`config.mk`:
```
export PLATFORM = sky130hd
export DESIGN_NAME = arc4_prga
export DESIGN_NICKNAME = d
export VERILOG_FILES = /design/src/rtl/arc4_prga.sv
export SDC_FILE = /design/constraint.sdc
export NUM_CORES = 1
export LEC_CHECK = 0
export ABC_CLOCK_PERIOD_IN_PS = 3300
export CAP_MARGIN = 15
export CORE_UTILIZATION = 55
export DETAILED_ROUTE_END_ITERATION = 10
export PLACE_DENSITY = 0.94
export SETUP_SLACK_MARGIN = 0.5
export SYNTH_ARGS = -nofsm -noshare
export SYNTH_HDL_FRONTEND = slang
export SYNTH_SLANG_ARGS = --single-unit
```
`constraint.sdc`:
```
create_clock -name clk -period 3.3 [get_ports clk]
set_input_delay 0.33 -clock clk [delete_from_list [all_inputs] [get_ports clk]]
set_output_delay 0.33 -clock clk [all_outputs]
set_load 0.1 [all_outputs]
```
`src/rtl/arc4_prga.sv`:
```
// ARC4 pseudo-random generation phase: walks a pre-scheduled S box in
// s_mem and decrypts a length-prefixed ciphertext into plaintext memory.
module arc4_prga (
   input  logic        clk,
   input  logic        rst_n,
   input  logic        en,
   output logic        rdy,
   input  logic [23:0] key,
   output logic [7:0]  s_addr,
   input  logic [7:0]  s_rddata,
   output logic [7:0]  s_wrdata,
   output logic        s_wren,
   output logic [7:0]  ct_addr,
   input  logic [7:0]  ct_rddata,
   output logic [7:0]  pt_addr,
   input  logic [7:0]  pt_rddata,
   output logic [7:0]  pt_wrdata,
   output logic        pt_wren
);

   localparam logic [4:0] ST_INIT  = 5'd0;
   localparam logic [4:0] ST_IDLE  = 5'd1;
   localparam logic [4:0] RD_LEN_A = 5'd2;
   localparam logic [4:0] RD_LEN_S = 5'd3;
   localparam logic [4:0] WR_LEN   = 5'd4;
   localparam logic [4:0] RD_SI_A  = 5'd5;
   localparam logic [4:0] RD_SI_S  = 5'd6;
   localparam logic [4:0] RD_SJ_A  = 5'd7;
   localparam logic [4:0] RD_SJ_S  = 5'd8;
   localparam logic [4:0] WR_SI    = 5'd9;
   localparam logic [4:0] WR_SJ    = 5'd10;
   localparam logic [4:0] RD_PAD_A = 5'd11;
   localparam logic [4:0] RD_PAD_S = 5'd12;
   localparam logic [4:0] RD_CT_A  = 5'd13;
   localparam logic [4:0] RD_CT_S  = 5'd14;
   localparam logic [4:0] WR_PT    = 5'd15;
   localparam logic [4:0] ST_DONE  = 5'd16;

   logic [4:0] state_q, state_d;
   logic [7:0] i_q, i_d;
   logic [7:0] j_q, j_d;
   logic [7:0] k_q, k_d;
   logic [7:0] len_q, len_d;
   logic [7:0] si_q, si_d;
   logic [7:0] sj_q, sj_d;
   logic [7:0] pad_q, pad_d;
   logic [7:0] ct_q, ct_d;

   // key is consumed by the upstream scheduler; pt is write-only here
   logic unused_in;
   assign unused_in = ^{key, pt_rddata};

   always_comb begin
      state_d = state_q;
      i_d     = i_q;
      j_d     = j_q;
      k_d     = k_q;
      len_d   = len_q;
      si_d    = si_q;
      sj_d    = sj_q;
      pad_d   = pad_q;
      ct_d    = ct_q;
      case (state_q)
         ST_INIT: state_d = ST_IDLE;
         ST_IDLE: begin
            if (en) begin
               i_d     = 8'd0;
               j_d     = 8'd0;
               k_d     = 8'd0;
               state_d = RD_LEN_A;
            end
         end
         RD_LEN_A: state_d = RD_LEN_S;
         RD_LEN_S: begin
            len_d   = ct_rddata;
            state_d = WR_LEN;
         end
         WR_LEN: begin
            if (len_q == 8'd0) begin
               state_d = ST_DONE;
            end else begin
               k_d     = 8'd1;
               i_d     = i_q + 8'd1;
               state_d = RD_SI_A;
            end
         end
         RD_SI_A: state_d = RD_SI_S;
         RD_SI_S: begin
            si_d    = s_rddata;
            j_d     = j_q + s_rddata;
            state_d = RD_SJ_A;
         end
         RD_SJ_A: state_d = RD_SJ_S;
         RD_SJ_S: begin
            sj_d    = s_rddata;
            state_d = WR_SI;
         end
         WR_SI:    state_d = WR_SJ;
         WR_SJ:    state_d = RD_PAD_A;
         RD_PAD_A: state_d = RD_PAD_S;
         RD_PAD_S: begin
            pad_d   = s_rddata;
            state_d = RD_CT_A;
         end
         RD_CT_A: state_d = RD_CT_S;
         RD_CT_S: begin
            ct_d    = ct_rddata;
            state_d = WR_PT;
         end
         WR_PT: begin
            if (k_q == len_q) begin
               state_d = ST_DONE;
            end else begin
               k_d     = k_q + 8'd1;
               i_d     = i_q + 8'd1;
               state_d = RD_SI_A;
            end
         end
         ST_DONE: state_d = ST_IDLE;
         default: state_d = ST_IDLE;
      endcase
   end

   // Addresses are held through both the address and sample cycles
   always_comb begin
      rdy       = (state_q == ST_IDLE);
      s_addr    = 8'd0;
      s_wrdata  = 8'd0;
      s_wren    = 1'b0;
      ct_addr   = 8'd0;
      pt_addr   = 8'd0;
      pt_wrdata = 8'd0;
      pt_wren   = 1'b0;
      case (state_q)
         RD_SI_A, RD_SI_S: s_addr = i_q;
         RD_SJ_A, RD_SJ_S: s_addr = j_q;
         WR_SI: begin
            s_addr   = i_q;
            s_wrdata = sj_q;
            s_wren   = 1'b1;
         end
         WR_SJ: begin
            s_addr   = j_q;
            s_wrdata = si_q;
            s_wren   = 1'b1;
         end
         RD_PAD_A, RD_PAD_S: s_addr = si_q + sj_q;
         RD_CT_A, RD_CT_S:   ct_addr = k_q;
         WR_LEN: begin
            pt_addr   = 8'd0;
            pt_wrdata = len_q;
            pt_wren   = 1'b1;
         end
         WR_PT: begin
            pt_addr   = k_q;
            pt_wrdata = ct_q ^ pad_q;
            pt_wren   = 1'b1;
         end
         default: ;
      endcase
   end

   always_ff @(posedge clk or posedge rst_n) begin
      if (rst_n) begin
         state_q <= ST_INIT;
         i_q     <= 8'd0;
         j_q     <= 8'd0;
         k_q     <= 8'd0;
         len_q   <= 8'd0;
         si_q    <= 8'd0;
         sj_q    <= 8'd0;
         pad_q   <= 8'd0;
         ct_q    <= 8'd0;
      end else begin
         state_q <= state_d;
         i_q     <= i_d;
         j_q     <= j_d;
         k_q     <= k_d;
         len_q   <= len_d;
         si_q    <= si_d;
         sj_q    <= sj_d;
         pad_q   <= pad_d;
         ct_q    <= ct_d;
      end
   end

endmodule

```
==> results.sh <==
export IMPL_ant_nets=0
export IMPL_synth_edf_count=0
export IMPL_required_ps=2970
export IMPL_yosys_warnings=0
export IMPL_hp_class="in -> async"
export IMPL_grt_pass1_wl_mm=17.9
export IMPL_ys_ff_latch=69
export IMPL_hpwl_mm=7.95
export IMPL_synth_ff_type="dfrtp_1"
export IMPL_fin_worst_skew_ps=9.13
export IMPL_max_cap_violations=0
export IMPL_synth_top_cell_area_share_pct=40.9
export IMPL_num_fill_cells=493
export IMPL_core_area_sq_um=7330
export IMPL_whs_ps=325
export IMPL_seqCellArea_sq_um=1730
export IMPL_layout_drive_gt1_share_pct=27.0
export IMPL_cts_buffer_depth=2
export IMPL_crit_slowest_cell="dfrtp_1"
export IMPL_p_leak_nw=2.30
export IMPL_worstSetupPathType="reg -> out"
export IMPL_crit_chain="ha_1 > a21o_1 > a211o_1 > a2111oi_4 > nor2_1 > o211ai_1 > clkbuf_16"
export IMPL_fin_tns_setup_ps=0
export IMPL_swShare_pct=51.3
export IMPL_dr_pass1_iters=5
export IMPL_routabilityCongestion=0.949
export IMPL_nets=571
export IMPL_timing_final_crit_share_pct=86.6
export IMPL_clock_fmax_mhz=350
export IMPL_rows=31
export IMPL_rsz0062_at_grt="true"
export IMPL_p_per_area_nw_per_um2=1110
export IMPL_die_height_um=89.7
export IMPL_ir_drop_uv=951
export IMPL_final_max_slew_viol_count=0
export IMPL_p_seq_share_pct=26.9
export IMPL_grt_max_degree=26
export IMPL_endpoint_kind="output port"
export IMPL_multi_input_area_sq_um=2470
export IMPL_pwr_share_clk_pct=13.6
export IMPL_netlist_top_cells_area="dfrtp_1 41%, mux2_2 8.5%, ha_1 4.7%"
export IMPL_critPathMaxStageDelay_ps=410
export IMPL_io_pins=94
export IMPL_synth_area_leader_cell="dfrtp_1"
export IMPL_viasPerCell=6.25
export IMPL_slew_limit_headroom_pct=54.2
export IMPL_grt_util_all_layers_pct=29.7
export IMPL_startpoint_type="flip-flop"
export IMPL_die_w_um=89.7
export IMPL_synthToLayoutAreaGrowth_pct=23.4
export IMPL_syn_avg_cell_area_sq_um=9.56
export IMPL_port_buffers=61
export IMPL_overflow=0
export IMPL_layout_setup_ws_ps=443
export IMPL_hold_viol_final=0
export IMPL_status="finished, final reports clean"
export IMPL_synth_fp_nets=511
export IMPL_finalSetupViolCount=0
export IMPL_h_tree_depth=3
export IMPL_worstPathArrival_ps=2530
export IMPL_synth_seq_area_share_pct=40.9
export IMPL_power_mw=5.78
export IMPL_start_util_pct=57.7
export IMPL_die_area_sq_um=8040
export IMPL_worstPathMaxFanout=3
export IMPL_numCtsBuffers=9
export IMPL_vias=3785
export IMPL_post_drt_wl_per_cell_um=18.3
export IMPL_drc_errors=0
export IMPL_antenna_found_initial=0
export IMPL_wl_mm=11.1
export IMPL_cts_sinks=69
export IMPL_drtIter0Drc=273
export IMPL_grt_pass1_vias=3654
export IMPL_synth_cell_type_count=56
export IMPL_dp_cells=588
export IMPL_root_buffer="clkbuf_8"
export IMPL_pre_cts_ws_ps=600
export IMPL_async_reset_ff_share_pct=100
export IMPL_intPower_mw=2.82
export IMPL_stdcell_count=606
export IMPL_fin_crit_ps=2860
export IMPL_syn_inst=442
export IMPL_combinationalPowerShare_pct=59.5
export IMPL_clkTransAtPathRegs_ps=80
export IMPL_clk_latency_ps=350
export IMPL_netlist_area_sq_um=4230
export IMPL_cts_tree="built"
export IMPL_p_sw_mw=2.96
export IMPL_n_antenna_cell=0
export IMPL_tightest_slew_ps=685
## metal layers
metal | track usage (%) | vias up | wire [um]
met4 | 13.6 | 0 | 304
li1 | - | 1711 | -
met5 | 0 | - | 0
met2 | 48.6 | 176 | 5670
met1 | 39.5 | 1865 | 4450
met3 | 3.93 | 33 | 667
## synthesized netlist by cell type (all sizes together) (2+ instances only)
library cell  number
a211o              2
a21o               4
a21oi             12
a221o              3
a22o              10
a22oi              5
a31oi              2
and2              18
and3               8
buf                6
clkbuf            15
clkinv             2
dfrtp             69
fa                 2
ha                16
inv               13
mux2              32
nand2             47
nand2b             7
nand3              9
nand4              3
nor2              29
nor2b              6
nor3              10
nor3b              3
nor4               4
o211ai             2
o21a               3
o21ai             32
o31ai             16
o41ai              5
or2                2
or3                7
xnor2             19
xor2               6
## worst max-delay path, delay by kind of cell (launching register included)
family	cells	cell delay, ps
fa+ha+maj	1	300
flops	1	410
buf+inv	1	270
compound gates	4	1110
simple gates	1	80
## logic make-up (layout without fill, tap and decap cells)
logic type	Yosys count	after routing	share of synthesized area [%]
buffers and inverters	36	101	3.79
multiplexers	33	33	8.76
AND/OR/NAND/NOR	155	155	18.4
AO/OA/AOI/OAI	106	106	17.3
XOR/XNOR	25	25	5.18
flip-flops	69	69	40.9
adder cells (fa/ha/maj)	18	18	5.68
## worst paths after layout
check / cells past startpoint / start / slack (ps) / endpoint
max in group asynchronous: 3 / rst_n / 2260 / i_q[4]
setup / recovery: 7 / si_q[1] / 440 / s_addr[7]
hold reg to reg: 2 / si_q[3] / 520 / si_q[3]
hold / removal: 2 / rst_n / 330 / pad_q[5]
min in group clk: 2 / si_q[3] / 520 / si_q[3]
setup reg to reg: 6 / state_q[2] / 920 / i_q[4]
## timing repair
item,CTS,global route
buffers inserted,0,2
resized for setup,6,10
hold buffers,0,0
setup endpoints to repair,13,15
pin swaps,1,5
## sequential cells by signal (all words and copies together) (netlist names)
| name | flops |
|---|---|
| sj_q | 8 |
| state_q | 5 |
| ct_q | 8 |
| pad_q | 8 |
| j_q | 8 |
| k_q | 8 |
| i_q | 8 |
| si_q | 8 |
| len_q | 8 |
## power groups by stage
| stage | Sequential (mW) | Combinational (mW) | Clock [mW] |
|---|---|---|---|
| after floorplan | 1.40 | 2.74 | 0 |
| after detailed placement | 1.55 | 3.29 | 0 |
| after global placement | 1.52 | 3.17 | 0 |
| after CTS | 1.54 | 3.35 | 0.788 |
| final | 1.56 | 3.44 | 0.785 |
| after global routing | 1.60 | 3.67 | 0.829 |
## layout make-up
type                    count  share of cell area, %
clock inverters             5                   1.58
inverters                  15                   1.20
flip-flops and latches     69                   33.2
clock buffers              11                   2.71
multi-input cells         337                   47.4
repair buffers             70                   11.5
well taps                  99                   2.38
## per-stage QoR
| stage | area [sq um] | util [%] |
|---|---|---|
| 6_report | 5210 | 71.1 |
| 5_1_grt | 5210 | 71.1 |
| 4_1_cts | 5170 | 70.5 |
| 3_5_place_dp | 4920 | 67.1 |
| 3_3_place_gp | 4920 | 67.1 |
| 2_1_floorplan | 4320 | - |
## cells in the final DEF, fill, tap and decap left out, types with 11 or more instances in the layout
master and instances:
clkdlybuf4s50_1 18, ha_1 15, buf_4 50, xnor2_1 19, o21ai_2 11, nand2_1 47
mux2_2 32, o31ai_1 14, a21oi_1 11, o21ai_0 15, and2_1 18, inv_1 12
nor2_1 24, dfrtp_1 66
Power figures use the tool's default switching activity.
